==> config.mk <==
export PLATFORM = sky130hd
export DESIGN_NAME = uart_tx_arbiter
export DESIGN_NICKNAME = d
export VERILOG_FILES = /design/src/rtl/uart_tx_arbiter.sv
export SDC_FILE = /design/constraint.sdc
export NUM_CORES = 1
export LEC_CHECK = 0
export BUFFER_PORTS_ARGS = -buffer_cell sky130_fd_sc_hd__buf_2
export CAP_MARGIN = 20
export CORE_MARGIN = 5
export CORE_UTILIZATION = 52
export CTS_BUF_LIST = sky130_fd_sc_hd__clkbuf_2
export DETAILED_ROUTE_END_ITERATION = 10
export PLACE_DENSITY = 0.83
export SYNTH_ARGS = -nofsm -noshare
export SYNTH_HDL_FRONTEND = slang
export SYNTH_SLANG_ARGS = --single-unit
==> constraint.sdc <==
create_clock -name clk -period 2.5 [get_ports clk]
set_input_delay 0.75 -clock clk [delete_from_list [all_inputs] [get_ports clk]]
set_output_delay 0.75 -clock clk [all_outputs]
set_load 0.1 [all_outputs]
==> src/rtl/uart_tx_arbiter.sv <==
`default_nettype none
// ============================================================================
// Module   : uart_tx_arbiter
// Purpose  : Round-robin arbiter/sequencer sharing one byte-wide UART
//            transmitter among N_REQ requesters. One byte is granted per
//            START; a requester may keep the transmitter for up to MAX_BURST
//            back-to-back bytes. A transmitter that never raises tx_busy
//            after a start sets the sticky err flag.
// Ports    : clk, rst       - clock, asynchronous active-high reset
//            req, req_data  - per-requester byte pending / flattened bytes
//            ack            - one-cycle "byte latched" pulse, one-hot
//            tx_data, tx_start, tx_busy - transmitter byte handshake
//            grant_id       - current/last granted requester
//            active         - high whenever the sequencer is not idle
//            err            - sticky transmitter busy timeout
// Revision : 1.0 - initial release
// ============================================================================
module uart_tx_arbiter #(
    parameter int N_REQ     = 4,
    parameter int DATA_W    = 8,
    parameter int MAX_BURST = 16,
    parameter int BUSY_TO   = 15
) (
    input  logic                       clk,
    input  logic                       rst,
    input  logic [N_REQ-1:0]           req,
    input  logic [N_REQ*DATA_W-1:0]    req_data,
    output logic [N_REQ-1:0]           ack,
    output logic [DATA_W-1:0]          tx_data,
    output logic                       tx_start,
    input  logic                       tx_busy,
    output logic [$clog2(N_REQ)-1:0]   grant_id,
    output logic                       active,
    output logic                       err
);

    localparam int c_IDX_W   = $clog2(N_REQ);
    localparam int c_BURST_W = $clog2(MAX_BURST + 1);
    localparam int c_TO_W    = $clog2(BUSY_TO + 1);
    // The START cycle counts as the first timeout cycle and the counter is
    // cleared there, so WAIT_BUSY gives up when it holds BUSY_TO-2: err is
    // then visible exactly BUSY_TO cycles after the tx_start cycle.
    localparam logic [c_TO_W-1:0]  c_TO_LAST  = c_TO_W'(BUSY_TO - 2);
    localparam logic [c_IDX_W-1:0] c_IDX_LAST = c_IDX_W'(N_REQ - 1);

    typedef enum logic [1:0] {
        S_IDLE      = 2'd0,
        S_START     = 2'd1,
        S_WAIT_BUSY = 2'd2,
        S_WAIT_DONE = 2'd3
    } state_t;

    state_t                 r_state;
    state_t                 w_state_next;

    logic [c_IDX_W-1:0]     r_ptr;
    logic [c_IDX_W-1:0]     r_grant;
    logic [c_BURST_W-1:0]   r_burst_cnt;
    logic [c_TO_W-1:0]      r_to_cnt;
    logic [DATA_W-1:0]      r_tx_data;
    logic                   r_err;

    logic [c_IDX_W-1:0]     w_cand;
    logic [c_IDX_W-1:0]     w_winner;
    logic [c_IDX_W-1:0]     w_grant_inc;
    logic [c_IDX_W-1:0]     w_sel_id;
    logic [DATA_W-1:0]      w_sel_data;
    logic                   w_any_req;
    logic                   w_burst_more;
    logic                   w_load_new;
    logic                   w_load_burst;
    logic                   w_rotate;
    logic                   w_timeout;

    // ------------------------------------------------------------------
    // Round-robin search: walk offsets from the highest down so the last
    // hit (smallest offset from r_ptr) wins.
    // ------------------------------------------------------------------
    always_comb begin
        w_winner = r_ptr;
        w_cand   = '0;
        for (int i = N_REQ - 1; i >= 0; i--) begin
            w_cand = c_IDX_W'((int'(r_ptr) + i) % N_REQ);
            if (req[w_cand]) begin
                w_winner = w_cand;
            end
        end
    end

    assign w_any_req    = |req;
    assign w_grant_inc  = (r_grant == c_IDX_LAST) ? '0 : r_grant + 1'b1;
    assign w_burst_more = (int'(r_burst_cnt) + 1) < MAX_BURST;

    // Byte source: the new winner when leaving IDLE, else the burst owner.
    assign w_sel_id = (r_state == S_IDLE) ? w_winner : r_grant;

    always_comb begin
        w_sel_data = '0;
        for (int i = 0; i < N_REQ; i++) begin
            if (c_IDX_W'(i) == w_sel_id) begin
                w_sel_data = req_data[i*DATA_W +: DATA_W];
            end
        end
    end

    // ------------------------------------------------------------------
    // State register
    // ------------------------------------------------------------------
    always_ff @(posedge clk or posedge rst) begin
        if (rst) begin
            r_state <= S_IDLE;
        end else begin
            r_state <= w_state_next;
        end
    end

    // ------------------------------------------------------------------
    // Next state and state-decoded outputs
    // ------------------------------------------------------------------
    always_comb begin
        w_state_next = r_state;
        w_load_new   = 1'b0;
        w_load_burst = 1'b0;
        w_rotate     = 1'b0;
        w_timeout    = 1'b0;
        tx_start     = 1'b0;
        ack          = '0;
        active       = (r_state != S_IDLE);
        case (r_state)
            S_IDLE: begin
                if (w_any_req) begin
                    w_load_new   = 1'b1;
                    w_state_next = S_START;
                end
            end
            S_START: begin
                // Transfer was committed on entry; ack regardless of req.
                tx_start       = 1'b1;
                ack[r_grant]   = 1'b1;
                w_state_next   = S_WAIT_BUSY;
            end
            S_WAIT_BUSY: begin
                if (tx_busy) begin
                    w_state_next = S_WAIT_DONE;
                end else if (r_to_cnt == c_TO_LAST) begin
                    w_timeout    = 1'b1;
                    w_state_next = S_IDLE;
                end
            end
            S_WAIT_DONE: begin
                if (!tx_busy) begin
                    if (req[r_grant] && w_burst_more) begin
                        w_load_burst = 1'b1;
                        w_state_next = S_START;
                    end else begin
                        w_rotate     = 1'b1;
                        w_state_next = S_IDLE;
                    end
                end
            end
            default: begin
                w_state_next = S_IDLE;
            end
        endcase
    end

    // ------------------------------------------------------------------
    // Datapath: grant, byte, pointer, counters, sticky error
    // ------------------------------------------------------------------
    always_ff @(posedge clk or posedge rst) begin
        if (rst) begin
            r_ptr       <= '0;
            r_grant     <= '0;
            r_burst_cnt <= '0;
            r_to_cnt    <= '0;
            r_tx_data   <= '0;
            r_err       <= 1'b0;
        end else begin
            if (w_load_new) begin
                r_grant     <= w_winner;
                r_burst_cnt <= '0;
            end
            if (w_load_new || w_load_burst) begin
                r_tx_data <= w_sel_data;
            end
            if ((r_state == S_WAIT_DONE) && !tx_busy) begin
                r_burst_cnt <= r_burst_cnt + 1'b1;
            end
            if (r_state == S_START) begin
                r_to_cnt <= '0;
            end else if ((r_state == S_WAIT_BUSY) && !tx_busy) begin
                r_to_cnt <= r_to_cnt + 1'b1;
            end
            if (w_timeout) begin
                r_err <= 1'b1;
            end
            if (w_timeout || w_rotate) begin
                r_ptr <= w_grant_inc;
            end
        end
    end

    assign tx_data  = r_tx_data;
    assign grant_id = r_grant;
    assign err      = r_err;

endmodule
`default_nettype wire

# Word-level counts from Yosys, hierarchy flattened
# Index checks and enable logic that the tools add are counted.
dict set report word_totals {
  mem_bits_rw 0
  romBits 0
  output_inout_bits 17
  inputBits 39
  latch_bits 0
  n_memories 0
  register_bits 24
  word_cells 91
}
dict set report classes {
  shifts 0
  muxes 45
  mul 0
  add_sub_neg 7
  magnitude_cmp 7
  n_eq_ne 11
  bitwise_logic 0
  div 0
  reduce_logical 14
}
# cell n
set op_table {}
lappend op_table {{two-way mux 8 bit} 4}
lappend op_table {{two-way mux 2 bit} 10}
lappend op_table {{two-way mux 1 bit} 19}
lappend op_table {{< comparator 2 x 3 -> 1 bit, second input constant} 5}
lappend op_table {{two-way mux 4 bit} 3}
lappend op_table {{binary-select mux 1 bit (select 2 bit)} 5}
lappend op_table {{two-way mux 5 bit} 2}
lappend op_table {{case mux 2 bit (4 select lines)} 1}
lappend op_table {{adder 5 x 1 -> 6 bit, second input constant} 1}
lappend op_table {{== test 2 bit, second input constant} 3}
lappend op_table {{< comparator 6 x 5 -> 1 bit, second input constant} 1}
lappend op_table {{nonzero test 2 bit} 3}
lappend op_table {{adder 5 x 1 -> 5 bit, second input constant} 1}
lappend op_table {{adder 2 x 1 -> 2 bit, second input constant} 2}
lappend op_table {{adder 2 bit, second input constant} 2}
lappend op_table {{adder 4 x 1 -> 4 bit, second input constant} 1}
lappend op_table {{== test 2 bit, first input constant} 2}
lappend op_table {{== test 4 bit, second input constant} 1}
lappend op_table {{logical AND 1 bit} 4}
lappend op_table {{logical NOT 2 bit} 2}
lappend op_table {{!= test 2 bit, second input constant} 2}
lappend op_table {{OR reduction 4 bit} 1}
lappend op_table {{!= test 3 bit, second input constant} 1}
lappend op_table {{AND reduction 3 bit} 1}
lappend op_table {{other kinds (6)} 7}

# Longest topological paths before layout
dict set report depth {
  word_depth 13
  ltp_mapped 8
  ltp_nobuf 6
}

# Worst setup path before layout
# No wires, ideal clock.
dict set report synth_timing {
  path_kind {reg2out}
  startpoint {register r_grant[1] (netlist: grant_id[1])}
  endpoint {output ack[3]}
  arrival_ns 2.038
  n_path_buf 0
  t_required_ns 1.750
  setup_slack_ns -0.288
  path_stages_with_launch 3
  cell_sequence {dfrtp_1 > ha_1 > and2_1}
}
dict set report synth_via {
  elab_chain_cells 5
  word_cells_on_any_way 6
  cone_classes {order compare: 2; mux: 3; reduce/logical: 1}
}
# element line_no
set synth_rtl {}
lappend synth_rtl {{start: declaration} 57} ;# logic [c_IDX_W-1:0] r_grant;
lappend synth_rtl {{start signal: assignment} 180} ;# r_grant <= w_winner;
lappend synth_rtl {{< comparator 2 x 3 -> 1 bit (implied by the code) / >= comparator 2 x 1 -> 1 bit (equally long branches)} 139} ;# ack[r_grant] = 1'b1;
lappend synth_rtl {{logical AND 1 bit (implied by the code)} 139}
lappend synth_rtl {{two-way mux 1 bit (implied by the code)} 139}
lappend synth_rtl {{demux 1 bit (select 2 bit) (*)} 139}
lappend synth_rtl {{two-way mux 4 bit (*)} 129} ;# case (r_state)
lappend synth_rtl {{end: declaration} 28} ;# output logic [N_REQ-1:0] ack,
# Every way passes the cells marked *; elsewhere a longest branch is shown, timed or not.

# Worst setup path after layout
dict set report layout_timing {
  startpoint {register r_state[1]}
  endpoint {output ack[1]}
}
dict set report layout_via {
  elab_chain_cells 2
}
# element line_no
set layout_rtl {}
lappend layout_rtl {{start: declaration} 53} ;# state_t r_state;
lappend layout_rtl {{start signal: assignment} 113} ;# r_state <= w_state_next;
lappend layout_rtl {{== test 2 x 1 -> 1 bit} 129}
lappend layout_rtl {{two-way mux 4 bit} 129}
# Every way passes these cells.

==> impl_metrics.ini <==
[power]
leakagePower_nw = 0.976
pwr_density_cell_nw_per_um2 = 1390
total_power_w = 0.00272
vdd_drop_max_mv = 0.986

[route]
vias_per_cell = 5.59
ant_nets = 0
firstDrtPassIters = 4
wl_mm = 3.55
wl_per_cell_um = 14.0
drc = 0
vias = 1415
drt_iter0_drc = 70

[yosys]
synthArstFlopShare = 1.00
ys.flop_type = dfrtp_1
ys_seq_area_frac = 0.374
synth_area_per_cell_um2 = 9.91
ys_seq_elements = 24
synth.top_cell.area_share = 0.374
synth_nets = 208
ys_types = 40
netlist_instances = 162
synth_warnings = 0
yosysTopAreaCell = dfrtp_1
synth.area.top_cells = dfrtp_1 (37%), mux2i_1 (11%), ha_1 (5.5%)
synth_edf_count = 0
netlist_area_um2 = 1610

[grt]
grt.total_usage = 0.182
first_global_vias = 1457
grt_pass1_wl_mm = 6.29
antenna_found_initial = 0
grt_max_degree = 25
overflow = 0

[clocking]
cts.sinks = 24
root_buffer = clkbuf_2
cts_made_buffers = 3
cts_max_level = 1
clock_latency_ps = 330
clkTransAtPathRegs_ps = 210
clockBufferDepth = 2
tritoncts = yes
ctsHoldBuffers = 0

[timing]
worst_hold_slack_ps = 405
fin_crit_ps = 2360
tightest_slew_ps = 578
skew_ps = 1.81
rsz0062_at_grt = no
maxSlewHeadroom = 0.605
period_share = 0.946
max_freq_ghz = 0.423
finalSetupTns_ps = 0
drv_slew = 0
hold_violations = 0
setup_viol = 0

[place]
port_buffers = 55
dp_hpwl_mm = 2.84
dpl_cell_area_um2 = 1930
gp_congestion = 0.921

[worst_setup_path]
critPathArrivalTime_ps = 1610
start_kind = flip-flop
critPathKind = reg -> out
worstPathRequired_ps = 1750
end_kind = primary output
worstPathMaxFanout = 10

[cells_and_area]
final_cell_mix = buf_2 (50), dfrtp_1 (21), mux2i_1 (18)
insertedDiodeCount = 0
nets = 267
final_area_um2 = 1960
area.growth.synth_to_final_pct = 22.2
final_common_cell = buf_2
layout-drive-gt1-share = 0.377

[floorplan]
core-area_um2 = 3000
pin_count = 56
chipWidth_um = 65.6
dieArea_um2 = 4300
die_h_um = 65.6
start_util = 0.535
rows = 20

[run_status]
status = completed

[flow_run]
drv_cap = 0

[min_path]
hold_class = in -> async
metrics by stage:
stage / utilization / setup WS (ps) / std cells
final: 0.653 / 135 / 253
after detailed placement: 0.643 / -38.9 / 249
after global routing: 0.653 / 5.82 / 253
after global placement: 0.643 / 58.6 / 249
after floorplan: - / -232 / 162
after CTS: 0.649 / 1.81 / 253
state kept, by name (all words and copies together), names as in the netlist:
register     cells
r_to_cnt         4
err              1
tx_data          8
r_ptr            2
r_state          2
r_burst_cnt      5
grant_id         2
cell families after synthesis:
| family | Yosys count | share of synthesized area |
|---|---|---|
| simple gates | 46 | 0.158 |
| compound gates | 41 | 0.195 |
| flops | 24 | 0.374 |
| mux | 22 | 0.147 |
| buf+inv | 21 | 0.0655 |
| fa+ha+maj | 7 | 0.0546 |
| xor+xnor | 1 | 0.00546 |
report_power, final:
group | internal (W) | switching (W)
logic | 0.000557 | 0.00132
clock network | 0.0000348 | 0.000113
registers | 0.000535 | 0.000156
cells in the mapped netlist, types with 2 or more instances:
| library cell | n |
|---|---|
| a21oi_1 | 6 |
| a222oi_1 | 8 |
| a31oi_1 | 3 |
| and2_1 | 4 |
| and2b_2 | 3 |
| buf_6 | 2 |
| clkbuf_1 | 3 |
| dfrtp_1 | 24 |
| ha_1 | 7 |
| inv_1 | 15 |
| mux2_2 | 3 |
| mux2i_1 | 18 |
| nand2_1 | 8 |
| nand2b_1 | 3 |
| nand3_1 | 2 |
| nor2_1 | 10 |
| nor2b_1 | 2 |
| nor3_1 | 4 |
| nor3b_1 | 2 |
| o211ai_1 | 2 |
| o21ai_0 | 11 |
| o22ai_1 | 2 |
| o31ai_1 | 2 |
| or2b_2 | 2 |
worst paths after layout:
path                       cells after the start  startpoint     endpoint  slack [ps]
setup / recovery                               3  r_state[1]       ack[1]         140
hold / removal                                 3         rst   tx_data[4]         400
setup reg to reg                               6  r_state[1]   tx_data[6]         210
hold reg to reg                                1         err          err         490
max in group asynchronous                      3         rst  grant_id[1]        1850
min in group clk                               1         err          err         490
critical path, cell delays in order (launching register included):
cell and delay (ps):
dfrtp_2 530, and2b_2 280, and2_2 150, clkbuf_4 320
layout make-up:
class / instances / area (um^2)
inverter: 15 / 56.3
timing repair buffer: 60 / 338
tap: 33 / 41.3
clock buffer: 3 / 15.0
clock inverter: 1 / 3.75
multi-input combinational: 117 / 903
fill: 262 / 1040
sequential: 24 / 604
layer usage:
metal | up-vias | track usage | share of wire
met5 | - | 0 | 0
met4 | 0 | 0.0518 | 0.0093
met3 | 4 | 0.0427 | 0.063
met2 | 54 | 0.312 | 0.47
met1 | 650 | 0.228 | 0.46
li1 | 707 | - | -
timing repair:
action                                  4_1_cts  5_1_grt
endpoints found under the setup margin        0        5
gates resized for setup                       0        6
buffers inserted                              0        0
(Power assumes the default switching activity.)
